### src/rtl/arb_pkg.sv
// Shared definitions for the data-memory port arbiter.
//   MODE_RR / MODE_FIXED : accepted values of the arbiter MODE parameter
//   arb_state_t          : ownership FSM encoding
//   clog2 / idx_width    : requester index width, never narrower than 1 bit
package arb_pkg;

  localparam string MODE_RR    = "RR";
  localparam string MODE_FIXED = "FIXED";

  typedef enum logic {
    IDLE   = 1'b0,
    LOCKED = 1'b1
  } arb_state_t;

  function automatic int clog2(input int n);
    int r;
    r = 0;
    while ((1 << r) < n) r++;
    return r;
  endfunction

  function automatic int idx_width(input int n);
    return (clog2(n) < 1) ? 1 : clog2(n);
  endfunction

endpackage

### src/rtl/rr_pick.sv
// Combinational picker: first set request at or above the start pointer,
// wrapping to index 0. With FIXED set the pointer is ignored and the lowest
// set index wins.
//   req : request vector
//   ptr : search start index
//   gnt : one-hot winner (0 when no request)
//   idx : winner index (0 when no request)
//   any : at least one request present
module rr_pick
  import arb_pkg::*;
#(
  parameter int  NREQ  = 2,
  parameter bit  FIXED = 1'b0,
  localparam int IW    = idx_width(NREQ)
) (
  input  logic [NREQ-1:0] req,
  input  logic [IW-1:0]   ptr,
  output logic [NREQ-1:0] gnt,
  output logic [IW-1:0]   idx,
  output logic            any
);

  logic [IW-1:0]     start;
  logic [2*NREQ-1:0] dbl;
  logic              found;

  // Lower half holds requests at or above the pointer, upper half the full
  // vector; the lowest set bit of the pair is the wrapped round-robin winner.
  always_comb begin
    start = FIXED ? '0 : ptr;
    dbl   = {req, req};
    for (int i = 0; i < NREQ; i++) begin
      if (i < int'(start)) dbl[i] = 1'b0;
    end
    idx   = '0;
    found = 1'b0;
    for (int i = 0; i < 2*NREQ; i++) begin
      if (dbl[i] && !found) begin
        found = 1'b1;
        idx   = (i >= NREQ) ? IW'(i - NREQ) : IW'(i);
      end
    end
    gnt = found ? (NREQ'(1) << idx) : '0;
  end

  assign any = |req;

endmodule

### src/rtl/mem_port_arbiter.sv
// Arbitrates NREQ requesters onto the single data-memory port, with optional
// bus lock for multi-beat bursts and read-return routing after RD_LAT cycles.
//   clk, rst               : clock, synchronous active-low reset
//   i_req/i_we/i_lock      : per-requester request, write select, lock
//   i_addr/i_wdata         : packed per-requester address / write data
//   o_gnt/o_stall          : one-hot grant (same cycle) and req & ~gnt
//   o_rvalid/o_rdata       : one-hot read-return strobe and read data
//   o_memaddr/o_write_en/o_read_en/o_write_data/i_read_data : memory port
//
// state  | meaning
// IDLE   | normal arbitration from ptr (RR) or by index (FIXED)
// LOCKED | owner keeps the port while it requests with i_lock set
module mem_port_arbiter
  import arb_pkg::*;
#(
  parameter int    NREQ   = 2,
  parameter int    AW     = 32,
  parameter int    DW     = 32,
  parameter string MODE   = "RR",
  parameter int    RD_LAT = 1,
  localparam int   IW     = idx_width(NREQ)
) (
  input  logic               clk,
  input  logic               rst,
  input  logic [NREQ-1:0]    i_req,
  input  logic [NREQ-1:0]    i_we,
  input  logic [NREQ-1:0]    i_lock,
  input  logic [NREQ*AW-1:0] i_addr,
  input  logic [NREQ*DW-1:0] i_wdata,
  output logic [NREQ-1:0]    o_gnt,
  output logic [NREQ-1:0]    o_stall,
  output logic [NREQ-1:0]    o_rvalid,
  output logic [DW-1:0]      o_rdata,
  output logic [AW-1:0]      o_memaddr,
  output logic               o_write_en,
  output logic               o_read_en,
  output logic [DW-1:0]      o_write_data,
  input  logic [DW-1:0]      i_read_data
);

  localparam bit IS_RR    = (MODE == MODE_RR);
  localparam bit IS_FIXED = (MODE == MODE_FIXED);

  arb_state_t      state;
  logic [IW-1:0]   owner;
  logic [IW-1:0]   ptr;
  logic [IW-1:0]   eff_ptr;
  logic [IW-1:0]   win;
  logic [IW-1:0]   pick_idx;
  logic [NREQ-1:0] pick_gnt;
  logic [NREQ-1:0] gnt_raw;
  logic            pick_any;
  logic            hold;
  logic            granted;
  logic            win_we;

  function automatic logic [IW-1:0] next_idx(input logic [IW-1:0] x);
    return (int'(x) >= NREQ - 1) ? '0 : x + IW'(1);
  endfunction

  // A locked owner that drops request or lock releases in the same cycle;
  // that cycle arbitrates as IDLE starting just past the owner.
  always_comb begin
    hold    = (state == LOCKED) && i_req[owner] && i_lock[owner];
    eff_ptr = (state == LOCKED) ? next_idx(owner) : ptr;
  end

  // Unrecognised mode strings fall back to fixed priority.
  rr_pick #(
    .NREQ  (NREQ),
    .FIXED (IS_FIXED || !IS_RR)
  ) u_pick (
    .req (i_req),
    .ptr (eff_ptr),
    .gnt (pick_gnt),
    .idx (pick_idx),
    .any (pick_any)
  );

  always_comb begin
    win          = hold ? owner : pick_idx;
    granted      = rst && (hold || pick_any);
    gnt_raw      = hold ? (NREQ'(1) << owner) : pick_gnt;
    o_gnt        = granted ? gnt_raw : '0;
    o_stall      = i_req & ~o_gnt;
    win_we       = i_we[win];
    o_write_en   = granted && win_we;
    o_read_en    = granted && !win_we;
    o_memaddr    = granted ? i_addr[int'(win)*AW +: AW] : '0;
    o_write_data = granted ? i_wdata[int'(win)*DW +: DW] : '0;
  end

  always_ff @(posedge clk) begin
    if (!rst) begin
      state <= IDLE;
      owner <= '0;
      ptr   <= '0;
    end else if (!hold) begin
      ptr <= pick_any ? next_idx(pick_idx) : eff_ptr;
      if (pick_any && i_lock[pick_idx]) begin
        state <= LOCKED;
        owner <= pick_idx;
      end else begin
        state <= IDLE;
      end
    end
  end

  assign o_rdata = i_read_data;

  generate
    if (RD_LAT == 0) begin : g_lat0
      assign o_rvalid = o_read_en ? o_gnt : '0;
    end else begin : g_pipe
      logic [RD_LAT-1:0] pv;
      logic [IW-1:0]     pidx [RD_LAT];

      always_ff @(posedge clk) begin
        if (!rst) begin
          pv <= '0;
          for (int i = 0; i < RD_LAT; i++) pidx[i] <= '0;
        end else begin
          pv[0]   <= o_read_en;
          pidx[0] <= win;
          for (int i = 1; i < RD_LAT; i++) begin
            pv[i]   <= pv[i-1];
            pidx[i] <= pidx[i-1];
          end
        end
      end

      assign o_rvalid = (rst && pv[RD_LAT-1]) ? (NREQ'(1) << pidx[RD_LAT-1]) : '0;
    end
  endgenerate

endmodule

### config.mk
export PLATFORM = sky130hd
export DESIGN_NAME = mem_port_arbiter
export DESIGN_NICKNAME = d
export VERILOG_FILES = /design/src/rtl/arb_pkg.sv /design/src/rtl/rr_pick.sv /design/src/rtl/mem_port_arbiter.sv
export SDC_FILE = /design/constraint.sdc
export NUM_CORES = 1
export LEC_CHECK = 0
export CAP_MARGIN = 10
export CORE_AREA = 2 2 104 106
export DETAILED_ROUTE_END_ITERATION = 8
export DIE_AREA = 0 0 106 108
export PLACE_DENSITY = 0.71
export SYNTH_ARGS = -nofsm -noshare
export SYNTH_HDL_FRONTEND = slang
export SYNTH_HIERARCHICAL = 1
export SYNTH_SLANG_ARGS = --single-unit
### constraint.sdc
create_clock -name clk -period 4 [get_ports clk]
set_input_delay 0.6 -clock clk [delete_from_list [all_inputs] [get_ports clk]]
set_output_delay 0.6 -clock clk [all_outputs]
set_load 0.005 [all_outputs]
# After elaboration in Yosys (flattened, before gate mapping)
# Memories as Yosys holds them, arrays and structs flattened.
# Cells that the tools add are included.
# Widths: inputs -> output; s select.
# op_classes
add_sub_neg,2
n_lt_le_gt_ge,6
n_shift,5
n_mux,32
n_bitwise,3
reduce_logical,18
# op_table
operator,n
$shiftx 64x7->32,2
$mux 32,2
$mux 1,26
$logic_and 1x1->1,10
$mux 2,4
$lt 1x2->1 const B,3
$shl 1x1->2 const A,3
$logic_not 1->1,4
$add 1x1->1 const B,2
$and 2x2->2,1
$ge 1x1->1 const B,2
$not 2->2,1
$reduce_and 2->1,1
$reduce_or 2->1,1
$logic_or 1x1->1,1
$lt 1x1->1 const A,1
$not 1->1,1
$reduce_or 1->1,1
# word_totals
regBits,4
ram_bits,1
input_bits,168
output_inout_bits,104
elab_cells,71
memories,1
# memory_table
memory,depth,word_bits,read_ports,rd_ports_with_merged_regs,write_ports,line,rtl
g_pipe.pidx,1,1,1,0,1,mem_port_arbiter.sv:116,logic [IW-1:0] pidx [RD_LAT];

# Logic depth before layout (Yosys ltp)
# logic_depth
depth_word,21
ltp_mapped,10

# Cells and area by module
# Netlist, hierarchy kept.
# by_module_without_submodules
mod,n_inst,cells_per_inst,area_each_um2
mem_port_arbiter,1,304,1740.4
rr_pick,1,5,32.5

# Worst setup path before layout
# OpenSTA, ideal clock, no wires.
# synth_path
kind,register -> output
start,reg state
end,out o_memaddr[12]
t_arrival_ps,1782
t_required_ps,3400
path_slack_ps,1618
stages_incl_launch_ff,11
n_path_buf,3
path_cell_list,dfxtp_1 > buf_2 > nor2_1 > a21oi_1 > inv_1 > a21boi_1 > a41o_1 > buf_2 > clkbuf_1 > nand3_1 > a21oi_1
# synth_via
elab_chain_cells,16
# synth_rtl
item,line,rtl
"start, declared",mem_port_arbiter.sv:44,arb_state_t state;
"start signal, assigned",mem_port_arbiter.sv:95,state <= IDLE;
"start signal, assigned",mem_port_arbiter.sv:101,state <= LOCKED;
"start signal, assigned",mem_port_arbiter.sv:104,state <= IDLE;
$mux 1 (*),mem_port_arbiter.sv:65,eff_ptr = (state == LOCKED) ? next_idx(owner) : ptr;
via eff_ptr,mem_port_arbiter.sv:47,logic [IW-1:0] eff_ptr;
$lt 1x1->1 (*),rr_pick.sv:33,if (i < int'(start)) dbl[i] = 1'b0;
$mux 1 (*),rr_pick.sv:33,
$mux 1 (*),rr_pick.sv:38,if (dbl[i] && !found) begin
$logic_not 1->1,rr_pick.sv:38,
$logic_and 1x1->1,rr_pick.sv:38,
$mux 1,rr_pick.sv:38,
(+2 left out),--,
$mux 1,rr_pick.sv:38,
$logic_not 1->1,rr_pick.sv:38,
$logic_and 1x1->1,rr_pick.sv:38,
$mux 1 (*),rr_pick.sv:38,
via pick_idx,mem_port_arbiter.sv:49,logic [IW-1:0] pick_idx;
$mux 1 (*),mem_port_arbiter.sv:81,win = hold ? owner : pick_idx;
$shiftx 64x7->32 (*),mem_port_arbiter.sv:89,o_memaddr = granted ? i_addr[int'(win)*AW +: AW] : '0;
$mux 32 (*),mem_port_arbiter.sv:89,
"end, declared",mem_port_arbiter.sv:34,"output logic [AW-1:0] o_memaddr,"
# Mark *: on every way through the listed nets, which the timed path passes. The rest lies on a longest branch.

# Final worst setup path
# layout_path
start,in i_req[0]
end,out o_write_data[29]
# layout_via
elab_chain_cells,14
# layout_rtl
item,line,rtl
"start, declared",mem_port_arbiter.sv:25,"input logic [NREQ-1:0] i_req,"
$mux 1,rr_pick.sv:33,
$mux 1,rr_pick.sv:38,
$logic_not 1->1,rr_pick.sv:38,
$logic_and 1x1->1,rr_pick.sv:38,
$mux 1,rr_pick.sv:38,
$logic_not 1->1,rr_pick.sv:38,
$logic_and 1x1->1,rr_pick.sv:38,
$mux 1,rr_pick.sv:38,
$logic_not 1->1,rr_pick.sv:38,
$logic_and 1x1->1,rr_pick.sv:38,
$mux 1 (*),rr_pick.sv:38,
via pick_idx,mem_port_arbiter.sv:49,
$mux 1 (*),mem_port_arbiter.sv:81,
$shiftx 64x7->32 (*),mem_port_arbiter.sv:90,o_write_data = granted ? i_wdata[int'(win)*DW +: DW] : '0;
$mux 32 (*),mem_port_arbiter.sv:90,
"end, declared",mem_port_arbiter.sv:37,"output logic [DW-1:0] o_write_data,"
# Mark *: on every way through the listed nets, which the timed path passes. The rest lies on a longest branch. The select of a mux whose other input is x is not followed.

==> results.toml <==
[worst_setup_path]
slowest_delay_ps = 570
cp-end-kind = "primary output"
critPathMaxFanout = 32
cp.required_ps = 3400
start_kind = "input port"
crit_slowest_cell = "clkdlybuf4s50_1"
cpMostUsedCell = "clkdlybuf4s50_1"
crit_chain = "clkdlybuf4s50_1 -> a21boi_1 -> a41oi_4 -> buf_4 -> o21ai_0 -> a21oi_1 -> clkdlybuf4s50_1"
critPathKind = "input port to primary output"
arrival_ps = 3140

[placement]
place_inst = 593
io_buffers = 207
dpl.hpwl_um = 7140
gp_congestion = 0.817

[timing]
period_minus_slack_ps = 3740
rsz0062_at_grt = "no"
setup_viol = 0
slew_violations = 0
period_share_pct = 93.5
tightest_slew_ps = 589
max_slew_margin_pct = 60.6
max_clock_freq_ghz = 0.267
hold_viol = 0
finClkSkew_ps = 3.66
setup_tns_ps = 0

[drt]
detail-route-antenna-nets = 0
drc = 0
drtIter0Drc = 230
vias = 2904
viasPerCell = 4.86
wl_per_cell_um = 15.8
wl_um = 9440
drt_first_pass_iters = 6

[clock_network]
clk_transition_reported_paths_ps = 30
cts_buffers = 3
worstSkewPairLatency_ps = 220
cts.repair_timing.setup_buffer_count = 0
htreeDepth = 1
cts_tree = "done"
cts_buffer_depth = 2
cts-root-buf = "clkbuf_8"
cts.sinks = 5

[yosys]
synth_seq_area_share_pct = 5.65
ys_ff_latch = 5
synth_ff_type = "dfxtp_1"
synth_top_area_share_pct = 19.5
ys_async_sr_fraction_pct = 0
yosysWarningCount = 6
synth_area_leaders = "a21oi_1 (19%), nand3_1 (18%), o21ai_0 (18%)"
synth_area_per_cell_um2 = 5.74
ys_types = 32
synthesis.nets = 477
synth_edf_count = 0
syn_area_mm2 = 0.00177
syn_inst = 309
synth_top_area_cell = "a21oi_1"

[power_and_ir_drop]
leakage_nw = 1.27
vdd_ir_drop_max_mv = 0.103
powerDensity_mw_per_mm2 = 156
design_power_total_uw = 588

[finish]
fill_cells = 1086
area_growth_pct = 112
final_cell_mix = "clkdlybuf4s50_1 (207), a21oi_1 (69), nand3_1 (65)"
drive_gt1_share_pct = 4.33
nets = 631
fin_cells = 598
final_common_cell = "clkdlybuf4s50_1"
diodes = 0

[global_route]
antenna_found_initial = 0
grt_start_max_net_pins = 36
first_global_vias = 2694
grt_use_total_pct = 14.6
grt_overflow = 0
grt_pass1_wl_um = 13700

[floorplan]
core_region_area_mm2 = 0.0102
ioPinCount = 272
row_count = 37
dieHeight_um = 108
die_area_mm2 = 0.0114
die_w_um = 106
initial_core_util_pct = 17.3

[worst_hold_path]
hold_path.class = "flop to flop"

[status]
status = "finished clean"

[run]
cap_violations = 0
## where the power goes
| group | internal [mW] | switching, mW |
|---|---|---|
| clock | 0.0683 | 0.0238 |
| combinational | 0.264 | 0.169 |
| sequential | 0.0547 | 0.00738 |
## layout make-up
type | instances | area, um2 | area share, %
Inverter | 2 | 7.51 | 0.200
Multi-Input combinational cell | 233 | 1270 | 33.8
Clock buffer | 4 | 45.0 | 1.20
Sequential cell | 5 | 100 | 2.66
Tap cell | 136 | 170 | 4.52
Timing Repair Buffer | 218 | 2170 | 57.6
## path summary, 6_finish.rpt
| path | cells past startpoint | from | endpoint | slack [ps] |
|---|---|---|---|---|
| max | 7 | i_req[0] | o_write_data[29] | 260 |
| min | 2 | ptr | ptr | 540 |
| max reg2reg | 8 | state | g_pipe.pv | 1550 |
| min reg2reg | 2 | ptr | ptr | 540 |
## cells by family after synthesis
family | synth area share, %
AO/OA/AOI/OAI | 44.3
buffers and inverters | 24.6
flip-flops | 5.65
multiplexers | 0.635
AND/OR/NAND/NOR | 24.8
## timing repair
| item | 4_1_cts | 5_1_grt |
|---|---|---|
| setup endpoints to repair | 0 | 1 |
| hold buffers | 0 | 0 |
| gates resized for setup | 0 | 0 |
## metrics by stage
step | util (%) | instance area, um2 | hold slack, ps | setup WS (ps)
finish | 36.8 | 3760 | 540 | 258
global route | 36.8 | 3760 | 618 | 92.4
CTS | 36.6 | 3750 | 534 | 185
detailed placement | 36.2 | 3700 | 531 | 188
global placement | 36.2 | 3700 | 502 | 258
floorplan | - | 1770 | 488 | 1620
## synthesized netlist by cell type, types with 3 or more instances
cell      number
nand2_1        4
buf_2          7
buf_6          4
buf_4         34
a21oi_1       69
clkbuf_1      23
o21ai_0       64
nor2_1         5
nand3_1       65
dfxtp_1        5
a21boi_1       3
## critical path, delay by kind of cell
kind                   cells  cell delay [ps]
AO/OA/AOI/OAI              4             1020
buffers and inverters      3             1510
## flip-flops by register name (all words and copies together), names as in the netlist
name,cells
g_pipe.pidx,1
g_pipe.pv,1
owner,1
ptr,1
state,1
## layer usage
layer / vias up / GRT usage, % / part of all wire [%]
met3: 28 / 4.64 / 9.8
met4: 0 / 4.98 / 2.9
li1: 1406 / - / -
met5: - / 0 / 0
met1: 1305 / 15.9 / 38
met2: 165 / 26.7 / 50
Note: power is estimated with default switching activity, not from simulation.
